[src/rtl/multicycle_ctrl_pkg.sv]
// Shared encodings for the multicycle RV32I control path.
package multicycle_ctrl_pkg;

    typedef enum logic [3:0] {
        S_FETCH    = 4'd0,
        S_DECODE   = 4'd1,
        S_MEMADR   = 4'd2,
        S_MEMREAD  = 4'd3,
        S_MEMWB    = 4'd4,
        S_MEMWRITE = 4'd5,
        S_EXECUTER = 4'd6,
        S_EXECUTEI = 4'd7,
        S_ALUWB    = 4'd8,
        S_JAL      = 4'd9,
        S_LUI      = 4'd10,
        S_BRANCH   = 4'd11,
        S_ILLEGAL  = 4'd12
    } state_t;

    localparam logic [6:0] OP_LOAD   = 7'b0000011;
    localparam logic [6:0] OP_STORE  = 7'b0100011;
    localparam logic [6:0] OP_RTYPE  = 7'b0110011;
    localparam logic [6:0] OP_ITYPE  = 7'b0010011;
    localparam logic [6:0] OP_BRANCH = 7'b1100011;
    localparam logic [6:0] OP_JAL    = 7'b1101111;
    localparam logic [6:0] OP_LUI    = 7'b0110111;

    localparam logic [2:0] IMM_I = 3'b000;
    localparam logic [2:0] IMM_S = 3'b001;
    localparam logic [2:0] IMM_B = 3'b101;
    localparam logic [2:0] IMM_U = 3'b010;
    localparam logic [2:0] IMM_J = 3'b110;

    localparam logic [1:0] RES_ALUOUT = 2'b00;
    localparam logic [1:0] RES_DATA   = 2'b01;
    localparam logic [1:0] RES_ALURES = 2'b10;

    localparam logic [1:0] SRCA_PC    = 2'b00;
    localparam logic [1:0] SRCA_OLDPC = 2'b01;
    localparam logic [1:0] SRCA_RD1   = 2'b10;
    localparam logic [1:0] SRCA_ZERO  = 2'b11;

    localparam logic [1:0] SRCB_RD2  = 2'b00;
    localparam logic [1:0] SRCB_IMM  = 2'b01;
    localparam logic [1:0] SRCB_FOUR = 2'b10;

    localparam logic [1:0] ALUOP_ADD   = 2'b00;
    localparam logic [1:0] ALUOP_SUB   = 2'b01;
    localparam logic [1:0] ALUOP_FUNCT = 2'b10;

endpackage

[src/rtl/ctrl_imm_src_dec.sv]
// Opcode -> immediate-extender format select; purely combinational.
module ctrl_imm_src_dec
    import multicycle_ctrl_pkg::*;
(
    input  logic [6:0] opcode,
    output logic [2:0] imm_src
);

    // Unknown opcodes fall back to the I format so the extender stays benign.
    always_comb begin
        imm_src = IMM_I;
        case (opcode)
            OP_STORE:  imm_src = IMM_S;
            OP_BRANCH: imm_src = IMM_B;
            OP_LUI:    imm_src = IMM_U;
            OP_JAL:    imm_src = IMM_J;
            default:   imm_src = IMM_I;
        endcase
    end

endmodule

[src/rtl/multicycle_ctrl.sv]
// Moore control FSM sequencing the shared multicycle RV32I datapath.
module multicycle_ctrl
    import multicycle_ctrl_pkg::*;
#(
    parameter int STATE_W = 4
) (
    input  logic               clk,
    input  logic               rst_n,
    input  logic [6:0]         opcode,
    input  logic [2:0]         funct3,
    input  logic               zero,
    input  logic               mem_ready,
    output logic               pc_write,
    output logic               ir_write,
    output logic               adr_src,
    output logic               mem_write,
    output logic               reg_write,
    output logic [1:0]         result_src,
    output logic [1:0]         alu_src_a,
    output logic [1:0]         alu_src_b,
    output logic [1:0]         alu_op,
    output logic [2:0]         imm_src,
    output logic               illegal_instr,
    output logic [STATE_W-1:0] state_o
);

    state_t state, next_state;
    logic   illegal_q;
    logic   pc_write_c, ir_write_c, mem_write_c, reg_write_c;

    ctrl_imm_src_dec u_imm_dec (
        .opcode  (opcode),
        .imm_src (imm_src)
    );

    // State register; the illegal flag sets on entry to ILLEGAL and only reset clears it.
    always_ff @(posedge clk or negedge rst_n) begin
        if (!rst_n) begin
            state     <= S_FETCH;
            illegal_q <= 1'b0;
        end else begin
            state <= next_state;
            if (next_state == S_ILLEGAL) illegal_q <= 1'b1;
        end
    end

    // Next-state and Moore outputs; unlisted selects stay at their zero encoding.
    always_comb begin
        next_state  = S_FETCH;
        adr_src     = 1'b0;
        result_src  = RES_ALUOUT;
        alu_src_a   = SRCA_PC;
        alu_src_b   = SRCB_RD2;
        alu_op      = ALUOP_ADD;
        pc_write_c  = 1'b0;
        ir_write_c  = 1'b0;
        mem_write_c = 1'b0;
        reg_write_c = 1'b0;
        case (state)
            S_FETCH: begin
                result_src = RES_ALURES;
                alu_src_b  = SRCB_FOUR;
                ir_write_c = mem_ready;
                pc_write_c = mem_ready;
                next_state = mem_ready ? S_DECODE : S_FETCH;
            end
            S_DECODE: begin
                // OldPC + imm lands in ALUOut as the branch/jump target.
                alu_src_a = SRCA_OLDPC;
                alu_src_b = SRCB_IMM;
                case (opcode)
                    OP_LOAD, OP_STORE: next_state = S_MEMADR;
                    OP_RTYPE:          next_state = S_EXECUTER;
                    OP_ITYPE:          next_state = S_EXECUTEI;
                    OP_BRANCH:         next_state = S_BRANCH;
                    OP_JAL:            next_state = S_JAL;
                    OP_LUI:            next_state = S_LUI;
                    default:           next_state = S_ILLEGAL;
                endcase
            end
            S_MEMADR: begin
                alu_src_a  = SRCA_RD1;
                alu_src_b  = SRCB_IMM;
                next_state = (opcode == OP_LOAD) ? S_MEMREAD : S_MEMWRITE;
            end
            S_MEMREAD: begin
                adr_src    = 1'b1;
                next_state = mem_ready ? S_MEMWB : S_MEMREAD;
            end
            S_MEMWB: begin
                result_src  = RES_DATA;
                reg_write_c = 1'b1;
                next_state  = S_FETCH;
            end
            S_MEMWRITE: begin
                adr_src     = 1'b1;
                mem_write_c = 1'b1;
                next_state  = mem_ready ? S_FETCH : S_MEMWRITE;
            end
            S_EXECUTER: begin
                alu_src_a  = SRCA_RD1;
                alu_src_b  = SRCB_RD2;
                alu_op     = ALUOP_FUNCT;
                next_state = S_ALUWB;
            end
            S_EXECUTEI: begin
                alu_src_a  = SRCA_RD1;
                alu_src_b  = SRCB_IMM;
                alu_op     = ALUOP_FUNCT;
                next_state = S_ALUWB;
            end
            S_ALUWB: begin
                reg_write_c = 1'b1;
                next_state  = S_FETCH;
            end
            S_JAL: begin
                // PC takes the target from ALUOut while the ALU forms OldPC+4 for the link.
                alu_src_a  = SRCA_OLDPC;
                alu_src_b  = SRCB_FOUR;
                pc_write_c = 1'b1;
                next_state = S_ALUWB;
            end
            S_LUI: begin
                alu_src_a  = SRCA_ZERO;
                alu_src_b  = SRCB_IMM;
                next_state = S_ALUWB;
            end
            S_BRANCH: begin
                alu_src_a = SRCA_RD1;
                alu_src_b = SRCB_RD2;
                alu_op    = ALUOP_SUB;
                // Only beq/bne are supported; funct3[0] inverts the zero test.
                if (funct3[2:1] == 2'b00) begin
                    pc_write_c = zero ^ funct3[0];
                    next_state = S_FETCH;
                end else begin
                    next_state = S_ILLEGAL;
                end
            end
            S_ILLEGAL: next_state = S_ILLEGAL;
            default:   next_state = S_FETCH;
        endcase
    end

    // Strobes are gated by rst_n so nothing fires combinationally during reset.
    assign pc_write      = pc_write_c  & rst_n;
    assign ir_write      = ir_write_c  & rst_n;
    assign mem_write     = mem_write_c & rst_n;
    assign reg_write     = reg_write_c & rst_n;
    assign illegal_instr = illegal_q;
    assign state_o       = STATE_W'(state);

endmodule

[config.mk]
export PLATFORM = sky130hd
export DESIGN_NAME = multicycle_ctrl
export DESIGN_NICKNAME = d
export VERILOG_FILES = /design/src/rtl/multicycle_ctrl_pkg.sv /design/src/rtl/ctrl_imm_src_dec.sv /design/src/rtl/multicycle_ctrl.sv
export SDC_FILE = /design/constraint.sdc
export NUM_CORES = 1
export LEC_CHECK = 0
export BUFFER_PORTS_ARGS = -buffer_cell sky130_fd_sc_hd__buf_4
export CAP_MARGIN = 30
export CORE_MARGIN = 10
export CORE_UTILIZATION = 49
export CTS_CLUSTER_DIAMETER = 30
export DETAILED_ROUTE_END_ITERATION = 6
export PLACE_DENSITY = 0.83
export SETUP_SLACK_MARGIN = 0.15
export SYNTH_ARGS = -nofsm -noshare
export SYNTH_HDL_FRONTEND = slang
export SYNTH_SLANG_ARGS = --single-unit
[constraint.sdc]
create_clock -name clk -period 4.3 [get_ports clk]
set_input_delay 0.43 -clock clk [delete_from_list [all_inputs] [get_ports clk]]
set_output_delay 0.43 -clock clk [all_outputs]
set_load 0.02 [all_outputs]
==> impl_summary.md, run 1 <==
Synthesis
Counting flops with a built-in enable in the synthesized netlist gives 0. The share of the Yosys chip area taken by registers is around 16%. Synthesis instantiated 37 different standard cells from the library. By area the synthesized netlist is led by sky130_fd_sc_hd__dfrtp_1 (16%), sky130_fd_sc_hd__buf_6 (8.8%), sky130_fd_sc_hd__a21oi_1 (5.9%), sky130_fd_sc_hd__nand2b_1 (5.7%), sky130_fd_sc_hd__nor2_1 (4.4%). The cell count after synthesis came out at 101. For this run, the leading register cell type out of synthesis is sky130_fd_sc_hd__dfrtp_1. The count of state elements after synthesis is 5. In the synthesized netlist, the cells that appear most often are sky130_fd_sc_hd__a21oi_1 (9), sky130_fd_sc_hd__nor2_1 (9), sky130_fd_sc_hd__nand2_1 (8).

The most area-hungry cell type in the Yosys netlist is sky130_fd_sc_hd__dfrtp_1. In this run the mean area of a mapped cell was around 7.6 sq um. For this run, asynchronously set or reset flops after synthesis account for 100%. After synthesis the cells add up to 769 sq um. The synthesized design devotes to its leading area cell type 16.3% of total area. The number of nets handed over by synthesis was between 100 and 150.

During synthesis, Yosys emitted a total of 0 warnings.

Clocking
The number of sinks driven by the clock tree is 5. The depth of the CTS H-tree is 1. In this run, CTS created clock tree buffers numbering 3. The number of buffers between clock root and the deepest sink is 2. The total setup buffers inserted after CTS is 0.

After clock tree synthesis, the clock-pin slew on the worst setup and hold paths is ~40 ps. The clock latency of the later-clocked register in the worst-skew pair is 240 ps. The cell chosen for the clock root is sky130_fd_sc_hd__clkbuf_4.

The CTS tree is built.

Power
The highest ir drop seen on vdd is 0.428 mV. Sequential cells burn about a quarter of the power. Net switching is 50.3% of the power.

The part of the power in combinational logic is between 60% and 70%. In this run the power density over the cells is 519 nW/um^2. The clock network burns 10.3% of the power. The internal power of the cells totals about 0.00025 W. Summed over all nets, the switching power comes to roughly 0.00026 W.

In this run the static leakage power is around 0.44 nW. The power after layout is 0.000510 W.

Worst setup path
The endpoint of the worst register-to-register path is illegal_instr$_DFFE_PN0N_. The launch instance of the worst register-to-register path is state_o[2]$_DFF_PN0_. The standard cell with the maximum stage delay on the critical path is sky130_fd_sc_hd__dfrtp_1.

The peak per-stage delay on the critical path is 530 ps. The worst setup path startpoint is state_o[3]$_DFF_PN0_. The worst setup path category is reg2out.

In this run the worst path has a maximum fanout of 16. Traced cell by cell, the critical path runs through nand2b_1 -> o32a_1 -> nor3b_1 -> buf_4. In this run the worst setup path terminates at pc_write. Across all register-to-register paths, the minimum setup slack is 2310 ps. Measured in cells, the most critical reg-to-reg path has a length of 5. STA classifies the critical path startpoint as a register. The capturing element type of the critical path is a primary output.

Data arrives at the worst endpoint at 1690 ps. The required arrival time at the worst endpoint is 3870 ps.

Timing
After layout, the worst path uses 49.2% of the clock period. Setup repair after global routing left no endpoint under its margin. The setup skew after layout is about 0.58 ps.

The remaining max-slew budget at the tightest pin is just under 60%. After routing, the total negative slack on setup checks comes to 0 ps. Timing would allow up to about 470 MHz.

The final period demand of the worst path is 2120 ps. Setup violations remaining at the end of the flow were counted as 0. The slew of the pin with the lowest slew margin is 615 ps.

The worst-case hold slack is 476 ps. The final number of max-transition violations was 0. The number of failing hold endpoints at the final stage was 0.

Drt
The detail route stage leaves a number of antenna-violating nets equal to 0. For this run, design rule violations remaining after detail routing come to 0. The per-cell routed wire length is 14.9 um.

After detailed routing, the wire length on met1 is 950 um. The number of vias per cell is between 5 and 6. In the detailed route, the total length drawn on met3 is 204 um.

The first-pass detailed-route iteration total is 4. The top routing layer in use is met3. After detailed routing, the met2 layer carries 1040 um of wire. The number of vias after detailed routing is 844. The initial detailed-routing violation count is 15.

The aggregate routed wire length is between 2000 and 2500 um.

Run status
The run finished with clean final reports.

Floorplan
The initialized floorplan defines 14 standard-cell rows. The number of primary I/O pins is 35. The overall die width is 59.6 um. The floorplan step defined a die boundary enclosing 3560 sq um. The height of the chip is 59.6 um. The initial utilization of the core area, before any placement, comes to 51.7%. The placeable core region is around 1500 sq um.

GRT
The largest net degree at the start of global routing is 22. The first global-routing pass estimated 3510 um of wire. The total global routing track utilization is 12.1%. The number of global-route vias before repair came to 776. Summed over all layers, the global routing overflow is 0.

The number of antenna violations at the first check in global routing came to 0.

Flow run
The max-cap check violation count is 0.

Layout
In the final layout, the share of cells above drive strength 1 is 32.8%. The utilization of the core after routing is ~66%. The number of antenna diodes in the final layout is 0. The final layout contains 146 nets. The synthesis-to-layout area growth is 27.6%.

Placement
The congestion estimate from routability-driven global placement came to roughly 0.85. Input and output buffers added on the ports amount to 34. Detailed placement ended at an HPWL of 1710 um.

Min path
The worst hold path class is reg2reg.
[logic make-up (layout without fill, tap and decap cells)]
kind of cell	Yosys count	in the layout	share of synthesized area, %
flip-flops	5	5	16.3
XOR/XNOR	5	5	5.69
AO/OA/AOI/OAI	25	25	22.1
multiplexers	2	2	2.76
AND/OR/NAND/NOR	52	52	38.9
buffers and inverters	12	42	14.3
[timing repair]
action | CTS | global route
endpoints found under the hold margin | 5 | 0
hold buffers | 1 | 0
gates resized for setup | 0 | 0
[cell type report]
cell class,instances,area (sq um)
multi-input combinational,84,534
fill,144,507
timing repair buffer,35,265
sequential,5,125
clock buffer,4,26.3
tap,16,20.0
inverter,3,11.3
[per-layer routing]
| layer | track usage [%] | up-vias |
|---|---|---|
| li1 | - | 428 |
| met1 | 14.2 | 389 |
| met2 | 18.7 | 27 |
| met3 | 5.15 | 0 |
| met4 | 4.81 | 0 |
| met5 | 0 | - |
[power by group through the flow]
stage               sequential (W)   clock, W  combinational [W]
CTS                       0.000124  0.0000552           0.000336
global route              0.000135  0.0000596           0.000364
detailed placement        0.000124          0           0.000334
global placement          0.000124          0           0.000328
floorplan                0.0000989          0           0.000270
finish                    0.000125  0.0000527           0.000332
[worst max-delay path, delay by kind of cell, from the launching register on]
kind                   cells  cell delay, ps
buffers and inverters      1             190
and+or+nand+nor            2             450
DFF                        1             530
AOI/OAI and AO/OA          1             280
[registers in the layout (all words and copies together) (netlist names)]
register       count
state_o            4
illegal_instr      1
[per-stage QoR]
step / setup slack [ps] / cell area [sq um] / cells
after CTS: 2190 / 982 / 147
after floorplan: 1910 / 769 / 101
after detailed placement: 2250 / 946 / 142
after global placement: 2290 / 946 / 142
final: 2180 / 982 / 147
after global routing: 2030 / 982 / 147
[worst min path at each step]
stage / startpoint / end / slack [ps] / depth (start not counted)
2_1_floorplan: rst_n / illegal_instr$_DFFE_PN0N_ / 130 / 0
3_3_place_gp: rst_n / state_o[3]$_DFF_PN0_ / 250 / 1
3_5_place_dp: rst_n / state_o[0]$_DFF_PN0_ / 250 / 1
4_1_cts: illegal_instr$_DFFE_PN0N_ / illegal_instr$_DFFE_PN0N_ / 480 / 1
5_1_grt: illegal_instr$_DFFE_PN0N_ / illegal_instr$_DFFE_PN0N_ / 520 / 1
6_report: illegal_instr$_DFFE_PN0N_ / illegal_instr$_DFFE_PN0N_ / 480 / 1
[placed cells by master, fill, tap and decap left out, drive strengths merged, types with 3 or more instances in the layout]
cell | synthesis | routed
nor2 | 9 | 9
xnor2 | 3 | 3
nor4 | 3 | 3
dfrtp | 5 | 5
clkbuf | 3 | 4
nand2b | 7 | 7
buf | 6 | 34
o311ai | 3 | 3
nor3 | 6 | 6
a21oi | 9 | 9
nand2 | 8 | 8
inv | 3 | 3
and2b | 3 | 3
nor2b | 4 | 4
(Power assumes the default switching activity.)
==> run 2: changes to the inputs <==
--- a/config.mk
+++ b/config.mk
@@ -5,13 +5,14 @@
 export SDC_FILE = /design/constraint.sdc
 export NUM_CORES = 1
 export LEC_CHECK = 0
+export ABC_AREA = 1
 export BUFFER_PORTS_ARGS = -buffer_cell sky130_fd_sc_hd__buf_4
 export CAP_MARGIN = 30
 export CORE_MARGIN = 10
-export CORE_UTILIZATION = 49
+export CORE_UTILIZATION = 43
 export CTS_CLUSTER_DIAMETER = 30
 export DETAILED_ROUTE_END_ITERATION = 6
-export PLACE_DENSITY = 0.83
+export PLACE_DENSITY = 0.78
 export SETUP_SLACK_MARGIN = 0.15
 export SYNTH_ARGS = -nofsm -noshare
 export SYNTH_HDL_FRONTEND = slang
==> constraint.sdc (replaced) <==
create_clock -name clk -period 2.2 [get_ports clk]
set_input_delay 0.22 -clock clk [delete_from_list [all_inputs] [get_ports clk]]
set_output_delay 0.22 -clock clk [all_outputs]
set_load 0.02 [all_outputs]
==> impl_summary.md, run 2 <==
Run status
The run finished with clean final reports.

Clocking
The number of sinks driven by the clock tree is 5 (unchanged). The clock transition at the register clock pins on the worst setup and hold paths after CTS is 50 ps (about the same). The quantity of gates resized following cts is 0 (unchanged). The number of buffers between clock root and the deepest sink is 2 (unchanged). The total setup buffers inserted after CTS was 0 (unchanged).

The depth of the CTS H-tree is 1 (unchanged). The clock latency of the later-clocked register in the worst-skew pair is 250 ps (about the same). The number of buffers created by CTS is 3 (unchanged). The CTS tree is built. The cell chosen for the clock root is sky130_fd_sc_hd__clkbuf_4.

Timing
The setup skew after layout came to 5.71 ps (+5.13 ps). The worst-case hold slack was 303 ps (-173 ps). Setup repair after global routing left no endpoint under its margin. The count of final setup violators is 0 (unchanged). The highest achievable clock rate is between 500 and 600 MHz.

The final number of max-transition violations is 0 (unchanged). The setup TNS after final layout is 0 ps (unchanged). The number of failing hold endpoints at the final stage is 0 (unchanged). The slew of the pin with the lowest slew margin is 367 ps (-248 ps). The remaining max-slew budget at the tightest pin was 75.3% (+16 points).

The worst path in the final design needs a cycle of 1810 ps, including I/O delays and setup. In the finished design, the share of the clock period the worst path needs comes to 82.1%.

Drt
The final routed DRC violation total was 0 (unchanged). The aggregate routed wire length is 2150 um (-2.0%). The per-cell routed wire length came to 13.0 um (-13%). The initial detailed-routing violation count was 13 (-2). The first-pass detailed-route iteration total is 4 (unchanged). The number of vias per cell is 5.04 (-12%). The number of vias after detailed routing is 831 (-1.5%). The count of antenna-violating nets left after detailed routing was 0 (unchanged).

GRT
The final global-route overflow total is 0 (unchanged). The largest net degree at the start of global routing is 7 (-68%). The total global routing track utilization is 12.7% (+0.66 points). The number of antenna violations at the first check in global routing is 0 (unchanged). The number of global-route vias before repair is 796 (+2.6%). The wire length of the first global-routing pass is 3520 um (+0.40%).

Layout
The flip-flop count of the largest register after layout is 4 (unchanged). In the layout the commonest cells are sky130_fd_sc_hd__buf_4 (34), sky130_fd_sc_hd__nand2_1 (32), sky130_fd_sc_hd__nor2_1 (15). The area used by sequential logic in the layout is 125 sq um (unchanged).

The footprint of the multi-input gates was 437 sq um (-18%). The number of fill cells in the layout is 121 (-16%). The final layout net count is 165 (+13%).

The antenna diode instance count is 0 (unchanged). The fraction of final layout cells sized beyond drive strength 1 is 44.0% (+11 points). The synthesis-to-layout area growth is 48.2%.

The library cell used most frequently in the layout, excluding fill and tap cells, is sky130_fd_sc_hd__buf_4.

Placement
The weighted congestion reported at the end of routability-driven placement is 0.905 (+6.1%). The number of port buffers is 34 (unchanged). The post-DP HPWL is 1870 um (+9.4%).

Worst setup path
On the critical path the largest part of the delay comes from buffers and inverters. The worst setup path category is in2out. The combined buffer and inverter count along the critical path was 4 (+3).

STA classifies the critical path endpoint as a primary output. The worst setup path is launched from a primary input. The largest fanout on the critical path came to 6 (-10). The largest individual stage delay along the critical path comes from the cell sky130_fd_sc_hd__dlygate4sd3_1. The required arrival time at the worst endpoint is 1980 ps (-1890 ps).

The critical path goes through dlygate4sd3_1 -> buf_4 -> inv_1 -> nor4_1 -> buf_4. The peak per-stage delay on the critical path is 530 ps (about the same). The arrival time reported for the critical path endpoint is 1590 ps (-100 ps). Counting stages on the worst path, the most repeated cell is sky130_fd_sc_hd__buf_4.

Synthesis
The proportion of synthesized flip-flops having asynchronous set or reset is 100% (unchanged). The area of the mapped netlist was 644 sq um (-16%). The share of the synthesized area in the top cell type was 19.4% (+3.2 points). The most used flip-flop cell after synthesis is sky130_fd_sc_hd__dfrtp_1. The compound-cell area share of the yosys netlist is 10.1% (-12 points). The synthesized area per cell was 5.81 sq um (-24%). The number of instances in the synthesized netlist was 111 (+9.9%). The fraction of the mapped netlist area in adder cells is 0% (unchanged). The net count after synthesis came to 125 (+8.7%). The most numerous cell in the Yosys netlist is sky130_fd_sc_hd__nand2_1. The area share of xor/xnor cells in the synthesized design is 0% (-5.7 points). The proportion of synthesized chip area in sequential cells came to 19.4% (+3.2 points). By area, the combinational part of the netlist is dominated by simple AND/OR/NAND/NOR gates. Sorting the synthesized cells by area gives the leading types as sky130_fd_sc_hd__dfrtp_1 (19%), sky130_fd_sc_hd__nand2_1 (19%), sky130_fd_sc_hd__nor2_1 (8.7%), sky130_fd_sc_hd__nand2_2 (7.8%), sky130_fd_sc_hd__inv_1 (7.0%).

The multiplexer area fraction after synthesis is 0% (-2.8 points). The count of state elements after synthesis is 5 (unchanged). The number of unique standard cell types used by synthesis is 21 (-43%).

The number of enable-type register cells in the synthesized netlist is 0 (unchanged). The share of synthesized cell area in and, or, nand and nor gates is 57.7% (+19 points). After synthesis, the most frequently instantiated cells are sky130_fd_sc_hd__nand2_1 (32), sky130_fd_sc_hd__nor2_1 (15), sky130_fd_sc_hd__inv_1 (12). The Yosys warning count came to 0 (unchanged). The largest total area in the synthesized netlist belongs to sky130_fd_sc_hd__dfrtp_1.

Floorplan
The placeable core region came to 1350 sq um (-9.3%). The row count is 13 (-1). The area enclosed by the die boundary is 3450 sq um (-3.1%). The initial cell density of the core is 47.7% (-4.0 points). The height of the chip came to 58.7 um (-1.5%). The number of primary I/O pins was 35 (unchanged). The overall die width is 58.7 um (-1.5%).

Power
The highest ir drop seen on vdd came to 0.431 mV (+0.71%). The leakage power total is 0.562 nW (+27%). The total power density per cell area is 869 nW/um^2 (+67%).

Min path
The worst hold path class is in2reg.

Flow run
The max-cap check violation count is 0 (unchanged).
==> run 2: cell count changes after synthesis, moves of 4 or more <==
cell and delta:
sky130_fd_sc_hd__inv_1 +9, sky130_fd_sc_hd__buf_6 -6, sky130_fd_sc_hd__inv_2 +10, sky130_fd_sc_hd__nor2_1 +6
sky130_fd_sc_hd__nand2_1 +24, sky130_fd_sc_hd__nand2_2 +8, sky130_fd_sc_hd__a21oi_1 -7, sky130_fd_sc_hd__nand2b_1 -7
sky130_fd_sc_hd__nor2b_1 -4
==> run 2: final timing paths <==
kind	from	to	slack [ps]	depth (start not counted)
worst max-delay path	rst_n	reg_write	390	5
worst min-delay path	mem_ready	state_o[0]$_DFF_PN0_	300	3
worst max register to register	state_o[0]$_DFF_PN0_	illegal_instr$_DFFE_PN0N_	860	8
worst min register to register	illegal_instr$_DFFE_PN0N_	illegal_instr$_DFFE_PN0N_	470	2
max in group asynchronous	rst_n	illegal_instr$_DFFE_PN0N_	1770	2
min in group asynchronous	rst_n	state_o[3]$_DFF_PN0_	310	2
==> run 2: layer usage <==
metal / track usage (%) / share of wire (%) / vias up
li1: - / - / 429
met1: 14.4 / 42 / 367
met2: 22.2 / 51 / 30
met3: 2.36 / 5.9 / 5
met4: 6.23 / 1.7 / 0
met5: 0 / 0 / -
==> run 2: power breakdown <==
group          total, W  switching, W  internal [W]  leakage [nW]
Sequential     0.000143     0.0000290      0.000114        0.0618
Clock          0.000108     0.0000392     0.0000687        0.0150
Combinational  0.000578      0.000369      0.000209         0.485
Total          0.000829      0.000437      0.000392         0.562
==> run 2: final cells by class <==
| cell class | count | share of cell area (%) |
|---|---|---|
| clock buffer | 4 | 2.75 |
| inverter | 22 | 8.65 |
| multi-input combinational | 84 | 45.7 |
| sequential | 5 | 13.1 |
| tap | 15 | 1.97 |
| timing repair buffer | 35 | 27.8 |
==> run 2: metrics by stage <==
| step | util, % | std cells | worst slack (ps) | instance area [sq um] | total power [W] |
|---|---|---|---|---|---|
| 6_report | 70.7 | 165 | 394 | 955 | 0.000829 |
| 5_1_grt | 70.7 | 165 | 293 | 955 | 0.000905 |
| 4_1_cts | 70.7 | 165 | 468 | 955 | 0.000836 |
| 3_5_place_dp | 68.0 | 160 | 757 | 918 | 0.000725 |
| 3_3_place_gp | 68.0 | 160 | 796 | 918 | 0.000718 |
| 2_1_floorplan | - | 111 | 385 | 644 | 0.000496 |
==> run 2: worst min-delay path, cell delays in order <==
cell                      delay, ps
sky130_fd_sc_hd__buf_4           90
sky130_fd_sc_hd__nand2_1         90
sky130_fd_sc_hd__nand4_1        110
==> run 2: cell families after synthesis <==
group	Yosys count
AOI/OAI and AO/OA	10
DFF	5
and+or+nand+nor	74
buffers and inverters	22
==> run 2: what timing repair did <==
action | 4_1_cts | 5_1_grt
hold buffers | 1 | 0
endpoints found under the setup margin | 0 | 0
hold endpoints to repair | 5 | 0
